[src/rtl/tas_pkg.sv]
// Shared FSM state type and default geometry for the averaging RAM writer.
package tas_pkg;
  localparam int DATA_W_DEF   = 8;
  localparam int AVG_LOG2_DEF = 2;
  localparam int ADDR_W_DEF   = 11;

  typedef enum logic [1:0] {
    S_IDLE = 2'd0,
    S_RD   = 2'd1,
    S_CAP  = 2'd2,
    S_WR   = 2'd3
  } tas_state_e;
endpackage

[src/rtl/tas_addr_cntr_p.sv]
// RAM write address down-counter; starts at all-ones and pulses wrap
// in the same cycle the address rolls from zero back to all-ones.
module tas_addr_cntr_p #(
  parameter int ADDR_W = 11
) (
  input  logic              clk_2,
  input  logic              reset_n,
  input  logic              dec,
  input  logic              clear,
  output logic [ADDR_W-1:0] addr,
  output logic              wrap
);

  always_ff @(posedge clk_2 or negedge reset_n) begin
    if (!reset_n) begin
      addr <= '1;
      wrap <= 1'b0;
    end else if (clear) begin
      addr <= '1;
      wrap <= 1'b0;
    end else begin
      wrap <= dec && (addr == '0);
      if (dec) addr <= addr - 1'b1;
    end
  end

endmodule

[src/rtl/tas_avg_wr.sv]
// Pulls samples from a FIFO, averages groups of 2**AVG_LOG2 (or passes them
// through) and writes each result to a descending RAM address.
module tas_avg_wr
  import tas_pkg::*;
#(
  parameter int DATA_W   = DATA_W_DEF,
  parameter int AVG_LOG2 = AVG_LOG2_DEF,
  parameter int ADDR_W   = ADDR_W_DEF
) (
  input  logic              clk_2,
  input  logic              reset_n,
  input  logic              fifo_empty,
  input  logic [DATA_W-1:0] fifo_data,
  input  logic              mode_pass,
  input  logic              clear,
  output logic              rd_fifo,
  output logic              ram_wr_n,
  output logic [DATA_W-1:0] ram_data,
  output logic [ADDR_W-1:0] ram_addr,
  output logic              addr_wrap,
  output logic              busy
);

  localparam int ACC_W = DATA_W + AVG_LOG2;
  localparam int CNT_W = AVG_LOG2 + 1;
  localparam logic [CNT_W-1:0] N = CNT_W'(1 << AVG_LOG2);

  tas_state_e        state, state_nx;
  logic [ACC_W-1:0]  acc, acc_sum;
  logic [CNT_W-1:0]  cnt, cnt_inc;
  logic              mode_q, mode_eff, grp_done;

  // First sample of a group sees the live mode; the rest use the latched copy.
  assign mode_eff = (cnt == '0) ? mode_pass : mode_q;
  assign acc_sum  = (cnt == '0) ? ACC_W'(fifo_data) : acc + ACC_W'(fifo_data);
  assign cnt_inc  = cnt + 1'b1;
  assign grp_done = mode_eff || (cnt_inc == N);

  always_comb begin
    state_nx = state;
    case (state)
      S_IDLE:  if (!fifo_empty) state_nx = S_RD;
      S_RD:    state_nx = S_CAP;
      S_CAP:   state_nx = grp_done ? S_WR : S_IDLE;
      S_WR:    state_nx = S_IDLE;
      default: state_nx = S_IDLE;
    endcase
    if (clear) state_nx = S_IDLE;
  end

  always_ff @(posedge clk_2 or negedge reset_n) begin
    if (!reset_n) begin
      state    <= S_IDLE;
      acc      <= '0;
      cnt      <= '0;
      mode_q   <= 1'b0;
      ram_data <= '0;
    end else begin
      state <= state_nx;
      if (clear) begin
        acc <= '0;
        cnt <= '0;
      end else if (state == S_CAP) begin
        acc <= acc_sum;
        cnt <= cnt_inc;
        if (cnt == '0) mode_q <= mode_pass;
        // Loaded on entry to WR so the value holds until the next write.
        if (grp_done) ram_data <= mode_eff ? fifo_data : DATA_W'(acc_sum >> AVG_LOG2);
      end else if (state == S_WR) begin
        acc <= '0;
        cnt <= '0;
      end
    end
  end

  assign rd_fifo  = (state == S_RD);
  assign ram_wr_n = (state != S_WR);
  assign busy     = (state != S_IDLE);

  tas_addr_cntr_p #(.ADDR_W(ADDR_W)) u_addr (
    .clk_2   (clk_2),
    .reset_n (reset_n),
    .dec     (state == S_WR),
    .clear   (clear),
    .addr    (ram_addr),
    .wrap    (addr_wrap)
  );

endmodule
[config.mk]
export PLATFORM = sky130hd
export DESIGN_NAME = tas_avg_wr
export DESIGN_NICKNAME = d
export VERILOG_FILES = /design/src/rtl/tas_pkg.sv /design/src/rtl/tas_addr_cntr_p.sv /design/src/rtl/tas_avg_wr.sv
export SDC_FILE = /design/constraint.sdc
export NUM_CORES = 1
export LEC_CHECK = 0
export ABC_AREA = 1
export BUFFER_PORTS_ARGS = -buffer_cell sky130_fd_sc_hd__buf_2
export CAP_MARGIN = 40
export CORE_MARGIN = 2
export CORE_UTILIZATION = 40
export DETAILED_ROUTE_END_ITERATION = 10
export SLEW_MARGIN = 20
export SYNTH_ARGS = -nofsm -noshare
export SYNTH_HDL_FRONTEND = slang
export SYNTH_SLANG_ARGS = --single-unit
[constraint.sdc]
create_clock -name clk_2 -period 5 [get_ports clk_2]
set_clock_uncertainty 0.1 [all_clocks]
set_input_delay 1 -clock clk_2 [delete_from_list [all_inputs] [get_ports clk_2]]
set_output_delay 1 -clock clk_2 [all_outputs]
set_load 0.02 [all_outputs]
==> flow_summary_export.csv, run 1 <==
group,metric,value,unit
timing,hold_violations,0,
place,place.gp.congestion,0.8595,
run_status,status,"finished clean",
routing,wl_per_cell,12.76,um
layout,fin_nets,372,
global_route,antenna_found_initial,0,
floorplanning,fp.dieW,79.14,um
critical_path,setup.worst_path.start,"fifo_data[0]",
yosys,synthAdderAreaFrac,7.535,%
min_path,hp-class,"flip-flop to flip-flop",
layout,num-fill-cells,573,
yosys,synth_top_family_by_area,"simple AND/OR/NAND/NOR gates",
yosys,synth-simple-area-share,32.85,%
floorplanning,dieArea,6263,um2
yosys,synth_warnings,0,
timing,grt_setup_unrepaired,"false",
clock_network,post_cts_resized,0,
power_and_ir_drop,p_seq_share,44.0,%
critical_path,r2r-start,"acc[0]",
place,place_area,2490,um2
clock_network,hold_buffers,0,
yosys,synth_area_per_cell,7.333,um2
job,cap_violations,0,
clock_network,cts_buffers,5,
power_and_ir_drop,p_sw,282.4,uW
place,hpwl,4.015,mm
global_route,grt_usage,18.26,%
power_and_ir_drop,vdd_drop_max,0.0002486,V
routing,finalWirelength,5.346,mm
yosys,synth_most_common_cell,"nand2_1",
yosys,ys_types,31,
layout,drive_gt1_share,21.90,%
yosys,yosysTopAreaCell,"dfrtp_1",
clock_network,root_buffer,"clkbuf_8",
yosys,synth-compound-area-share,10.30,%
global_route,grt_max_degree,37,
power_and_ir_drop,power_leakage,1.393,nW
timing,setup_viol,0,
timing,max-slew-margin-rel,66.43,%
place,io_buffers,35,
critical_path,cp_max_fo,3,
power_and_ir_drop,p_clk_share,29.0,%
floorplanning,ios,36,
routing,drc,0,
clock_network,cts_tree,"built",
global_route,grt_pass1_vias,1896,
layout,diodes,0,
global_route,overflow,0,
floorplanning,initial_core_util,41.27,%
critical_path,crit_required,5.09,ns
routing,drt-initial-drc-count,110,
routing,vias,2044,
yosys,synth_edf_count,0,
yosys,synth_nets,334,
yosys,synth-main-ff-cell,"dfrtp_1",
timing,worst_slew_pin_slew,0.5030,ns
power_and_ir_drop,internal-power,532.9,uW
power_and_ir_drop,power,815.4,uW
clock_network,cts_buffer_depth,2,
floorplanning,core_area,5473,um2
layout,area_growth,15.68,%
critical_path,cp_data_arrival_time,2.50,ns
yosys,synth_top_area_share,27.70,%
routing,drt-vias-per-instance,4.878,
yosys,synthMuxAreaShare,0,%
yosys,synth_area,2258,um2
power_and_ir_drop,pwr-share-comb,27.0,%
critical_path,endpoint_kind,"flip-flop",
timing,fin_tns_setup,0,ns
yosys,seq_area_frac_synth,40.50,%
critical_path,crit_type,"input port to flip-flop",
timing,finalCritPeriodShare,48.37,%
clock_network,clkLatencyLatePin,0.29,ns
yosys,synthXorXnorAreaFrac,0.3878,%
yosys,netlist_instances,308,
critical_path,startpoint_type,"input port",
global_route,grt_pass1_wl,8.921,mm
timing,slew_violations,0,
yosys,synth_common_cells,"nand2_1 (98), inv_1 (32), nor2_1 (27)",
routing,drt_pass1_iterations,4,
timing,timing.final.crit_period,2.418,ns
min_path,min_from,"ram_data[7]",
place,pre_cts_slack,2.268,ns
yosys,synth-seq-cells,36,
clock_network,clk_pin_slew,0.07,ns
floorplanning,rows,27,
layout,fin_area,2613,um2
power_and_ir_drop,switching_share,34.64,%
yosys,synth_area_leaders,"dfrtp_1 (28%), nand2_1 (16%), dfstp_2 (13%)",
clock_network,clkSinkCount,36,
clock_network,post_cts_buffers,0,
yosys,synthArstFlopShare,100.0,%
routing,antenna_left,0,
power_and_ir_drop,powerDensity,312.1,nW/um2
timing,fmax,413.5,MHz
clock_network,htreeDepth,2,
timing,setup_slack,2.582,ns
floorplanning,die_y,79.14,um
[worst paths after layout]
| check | slack (ns) | depth (start not counted) | endpoint |
|---|---|---|---|
| min | 0.38 | 2 | ram_data[7] |
| max reg2reg | 3.02 | 13 | ram_data[6] |
| max | 2.58 | 14 | ram_data[6] |
| min reg2reg | 0.38 | 2 | ram_data[7] |
| min in group asynchronous | 0.41 | 1 | acc[1] |
| max in group asynchronous | 3.92 | 2 | u_addr.addr[6] |
[layer usage]
| metal | wire, um | GRT usage [%] | share of wire, % | up-vias |
|---|---|---|---|---|
| met5 | 0 | 0 | 0 | - |
| met4 | 51 | 5.517 | 0.95 | 0 |
| met3 | 218 | 3.523 | 4.1 | 5 |
| met2 | 2499 | 29.75 | 47 | 43 |
| met1 | 2576 | 24.59 | 48 | 937 |
| li1 | - | - | - | 1059 |
[power groups by stage]
| stage | sequential, mW | combinational [mW] | clock, mW |
|---|---|---|---|
| finish | 0.359 | 0.220 | 0.236 |
| global route | 0.364 | 0.250 | 0.252 |
| CTS | 0.358 | 0.221 | 0.243 |
| detailed placement | 0.363 | 0.221 | 0 |
| global placement | 0.362 | 0.218 | 0 |
| floorplan | 0.396 | 0.113 | 0 |
[worst max-delay path, stage by stage]
cell     delay, ns
buf_2         0.10
ha_1          0.19
inv_1         0.06
fa_1          0.39
inv_1         0.08
nand3_1       0.06
nand2_1       0.13
nand3_1       0.10
nand2_1       0.08
nand2_1       0.05
nand3_1       0.08
nand2_1       0.06
nand2_1       0.06
nand2_1       0.04
[layout make-up]
class                           count  area (um2)  share of cell area (%)
Timing Repair Buffer               36       195.2                   7.471
Clock inverter                      1       5.005                  0.1916
Tap cell                           72       90.09                   3.448
Sequential cell                    36       914.6                   35.01
Inverter                           41       156.4                   5.987
Multi-Input combinational cell    226        1154                   44.16
Clock buffer                        7       97.59                   3.736
[logic make-up after synthesis]
kind of cell,count (synthesis)
simple gates,170
buf+inv,46
compound gates,42
flops,36
fa+ha+maj,13
xor+xnor,1
[registers in the layout, indices dropped and copies added (netlist names)]
signal and flops:
u_addr.addr 11, acc 10, ram_data 8, cnt 3, state 2, mode_q 1, u_addr.wrap 1
[placed cells by master, fill, tap and decap left out, types with 2 or more instances in the layout]
master / n
or2_0: 2
o22ai_1: 3
o21ai_1: 10
ha_1: 12
dfstp_2: 11
nand4_1: 3
nand2_1: 98
nor2_1: 27
a21oi_1: 9
dfrtp_1: 25
clkbuf_8: 5
inv_2: 8
nand2_4: 3
buf_2: 35
nand2_2: 4
o21ai_0: 16
nand3_1: 26
nor2_2: 3
inv_1: 32
[per-stage QoR]
stage	hold slack, ns	cells	utilization (%)
2_1_floorplan	0.3528	308	-
3_3_place_gp	0.3587	410	45.50
3_5_place_dp	0.3602	410	45.50
4_1_cts	0.3838	418	47.37
5_1_grt	0.4078	419	47.74
6_report	0.3774	419	47.74
Power figures use the tool's default switching activity.
==> inputs of run 2 (changes only) <==
- ABC_AREA: 1 -> 0
- clock period: 5 -> 2.2 ns (I/O delays scaled with it)
==> run 2 against run 1 <==
Effect of this change:
- setup slack worse by 2.5 ns
- sequential cell count stayed put
- die area up 1.6%
- synthesized cell count fell by 21%
- clock power grew to 2.5 times the previous value
- highest routed layer unchanged
- first-iteration DRC count rose by 30%
- combinational power grew 130%
- clock-buffer cell count is 1 lower
- critical path type is now flip-flop to flip-flop
- non-clock buffer count up 29
- area after synthesis is 1.7% higher
- power is 130% higher
==> flow_summary_export.csv, run 2 <==
group,metric,value,unit
run_status,status,"finished clean",
layout,top_regs,"u_addr.addr (11), acc (10), ram_data (8)",
routing,drt-vias-per-instance,5.561,
layout,largest_reg_flops,11,
yosys,synth_nets,268,
yosys,synth_top_area_share,27.25,%
yosys,synth_area,2296,um2
routing,drt_pass1_iterations,4,
yosys,synthArstFlopShare,100.0,%
critical_path,cp_data_arrival_time,2.21,ns
timing,hold_violations,0,
critical_path,crit_family,"simple AND/OR/NAND/NOR gates",
layout,mostFrequentLayoutCells,"buf_2 (35), buf_4 (30), dfrtp_1 (25), nand2_1 (19), o21ai_0 (15)",
global_route,overflow,0,
yosys,synth_common_cells,"dfrtp_1 (25), nand2_1 (19), o21ai_0 (17)",
floorplanning,rows,27,
clock_network,post_cts_resized,0,
yosys,synth_area_leaders,"dfrtp_1 (27%), dfstp_2 (13%), ha_1 (6.5%)",
yosys,synth-seq-cells,36,
floorplanning,die_y,79.76,um
clock_network,root_buffer,"clkbuf_8",
timing,fin_tns_setup,0,ns
power_and_ir_drop,power_leakage,1.274,nW
critical_path,cp_max_fo,3,
timing,fmax,479.3,MHz
routing,finalWirelength,5.969,mm
clock_network,post_cts_buffers,0,
clock_network,cts_buffers,5,
layout,final_common_cell,"buf_2",
routing,drc,0,
timing,worst_slew_pin_slew,0.4641,ns
global_route,grt_usage,20.12,%
layout,regMostFlops,"u_addr.addr",
yosys,synth-main-ff-cell,"dfrtp_1",
critical_path,cp_num_buf_inv,0,
place,pre_cts_slack,-0.1421,ns
yosys,netlist_instances,242,
power_and_ir_drop,powerDensity,652.8,nW/um2
floorplanning,ios,36,
critical_path,reg2reg_to,"ram_data[5]",
place,io_buffers,35,
clock_network,clk_pin_slew,0.08,ns
critical_path,startpoint_type,"flip-flop",
clock_network,hold_buffers,0,
global_route,grt_max_degree,37,
power_and_ir_drop,vdd_drop_max,0.0003014,V
timing,setup_viol,0,
critical_path,endpoint_kind,"flip-flop",
yosys,ys_types,59,
critical_path,critical-path-slowest-cell,"or4_1",
critical_path,reg2reg_slack,0.11,ns
critical_path,crit_required,2.32,ns
timing,finalCritPeriodShare,94.84,%
yosys,seq_area_frac_synth,39.84,%
yosys,synth_most_common_cell,"dfrtp_1",
layout,area_growth,27.47,%
clock_network,cts_tree,"built",
critical_path,max_stage_delay,0.54,ns
routing,vias,2091,
floorplanning,core_area,5540,um2
layout,fin_nets,329,
timing,slew_violations,0,
timing,timing.final.crit_period,2.086,ns
critical_path,r2r-start,"acc[1]",
floorplanning,dieArea,6362,um2
place,place.gp.congestion,0.9083,
layout,diodes,0,
routing,antenna_left,0,
global_route,grt_pass1_wl,9.791,mm
global_route,antenna_found_initial,0,
clock_network,clkLatencyLatePin,0.30,ns
yosys,yosysTopAreaCell,"dfrtp_1",
timing,setup_slack,0.1136,ns
floorplanning,initial_core_util,41.44,%
critical_path,crit_chain,"ha_4 -> a211oi_2 -> o211ai_1 -> and3_4 -> or4_1 -> o221ai_2",
layout,drive_gt1_share,35.53,%
place,hpwl,4.180,mm
critical_path,crit_type,"flip-flop to flip-flop",
global_route,grt_pass1_vias,2031,
yosys,synth_warnings,0,
timing,max-slew-margin-rel,69.06,%
clock_network,cts_buffer_depth,2,
timing,grt_setup_unrepaired,"true",
yosys,synth_area_per_cell,9.487,um2
yosys,synth_edf_count,0,
clock_network,clkSinkCount,36,
routing,wl_per_cell,15.88,um
job,cap_violations,0,
min_path,hp-class,"input port to asynchronous set/reset pin",
floorplanning,fp.dieW,79.76,um
critical_path,reg2regPathDepth,6,
clock_network,htreeDepth,2,
routing,drt-initial-drc-count,143,
run 2: changes by cell type after synthesis, moves of 8 or more:
cell,change
inv_1,-19
nand2b_1,+11
inv_2,-8
o21ai_1,-9
nor2_1,-16
nand2_1,-79
nand3_1,-21
run 2: worst register-to-register path: cells and delay by family, from the launching register on:
family	cells	cell delay, ns
simple gates	2	0.72
compound gates	3	0.54
flops	1	0.42
fa+ha+maj	1	0.24
run 2: stage by stage:
| step | std cells | total power [mW] | util (%) | hold slack, ns | instance area [um2] |
|---|---|---|---|---|---|
| after detailed placement | 368 | 1.309 | 49.46 | 0.3819 | 2740 |
| final | 376 | 1.910 | 52.82 | 0.07165 | 2927 |
| after CTS | 376 | 1.904 | 51.40 | 0.09604 | 2848 |
| after floorplan | 242 | 1.119 | - | 0.04441 | 2296 |
| after global placement | 368 | 1.308 | 49.46 | 0.3686 | 2740 |
| after global routing | 376 | 2.027 | 52.82 | 0.1077 | 2927 |
run 2: logic make-up after synthesis:
kind of cell / share of synthesized area [%]
flip-flops: 39.84
multiplexers: 1.526
XOR/XNOR: 3.815
AO/OA/AOI/OAI: 22.02
adder cells (fa/ha/maj): 7.411
buffers and inverters: 4.142
AND/OR/NAND/NOR: 21.25
run 2: cell type report:
| cell class | instances | area (um2) |
|---|---|---|
| Clock buffer | 6 | 72.57 |
| Clock inverter | 2 | 35.03 |
| Fill cell | 541 | 2614 |
| Inverter | 13 | 48.80 |
| Multi-Input combinational cell | 182 | 1365 |
| Sequential cell | 36 | 914.6 |
| Tap cell | 72 | 90.09 |
| Timing Repair Buffer | 65 | 400.4 |
run 2: report_power, final:
group,leakage (nW),internal [mW],switching (mW)
clock,0.0552,0.336,0.254
sequential,0.443,0.744,0.0596
combinational,0.775,0.224,0.293
run 2: metal layers:
metal / GRT usage (%) / part of all wire (%) / wire [um] / vias up
met5: 0 / 0 / 0 / -
met4: 6.441 / 0.95 / 57 / 0
met1: 28.17 / 47 / 2808 / 1022
met2: 31.51 / 47 / 2832 / 54
li1: - / - / - / 1011
met3: 3.733 / 4.5 / 270 / 4
run 2: worst max-delay path by stage:
| stage | from | to | slack, ns | cells past startpoint |
|---|---|---|---|---|
| final | acc[1] | ram_data[5] | 0.11 | 6 |
| after global routing | acc[1] | ram_data[5] | -0.01 | 6 |
| after CTS | acc[1] | ram_data[5] | 0.01 | 6 |
| after detailed placement | fifo_data[0] | acc[6] | -0.14 | 9 |
| after global placement | fifo_data[1] | ram_data[5] | -0.13 | 7 |
| after floorplan | fifo_data[1] | ram_data[5] | 0.08 | 6 |
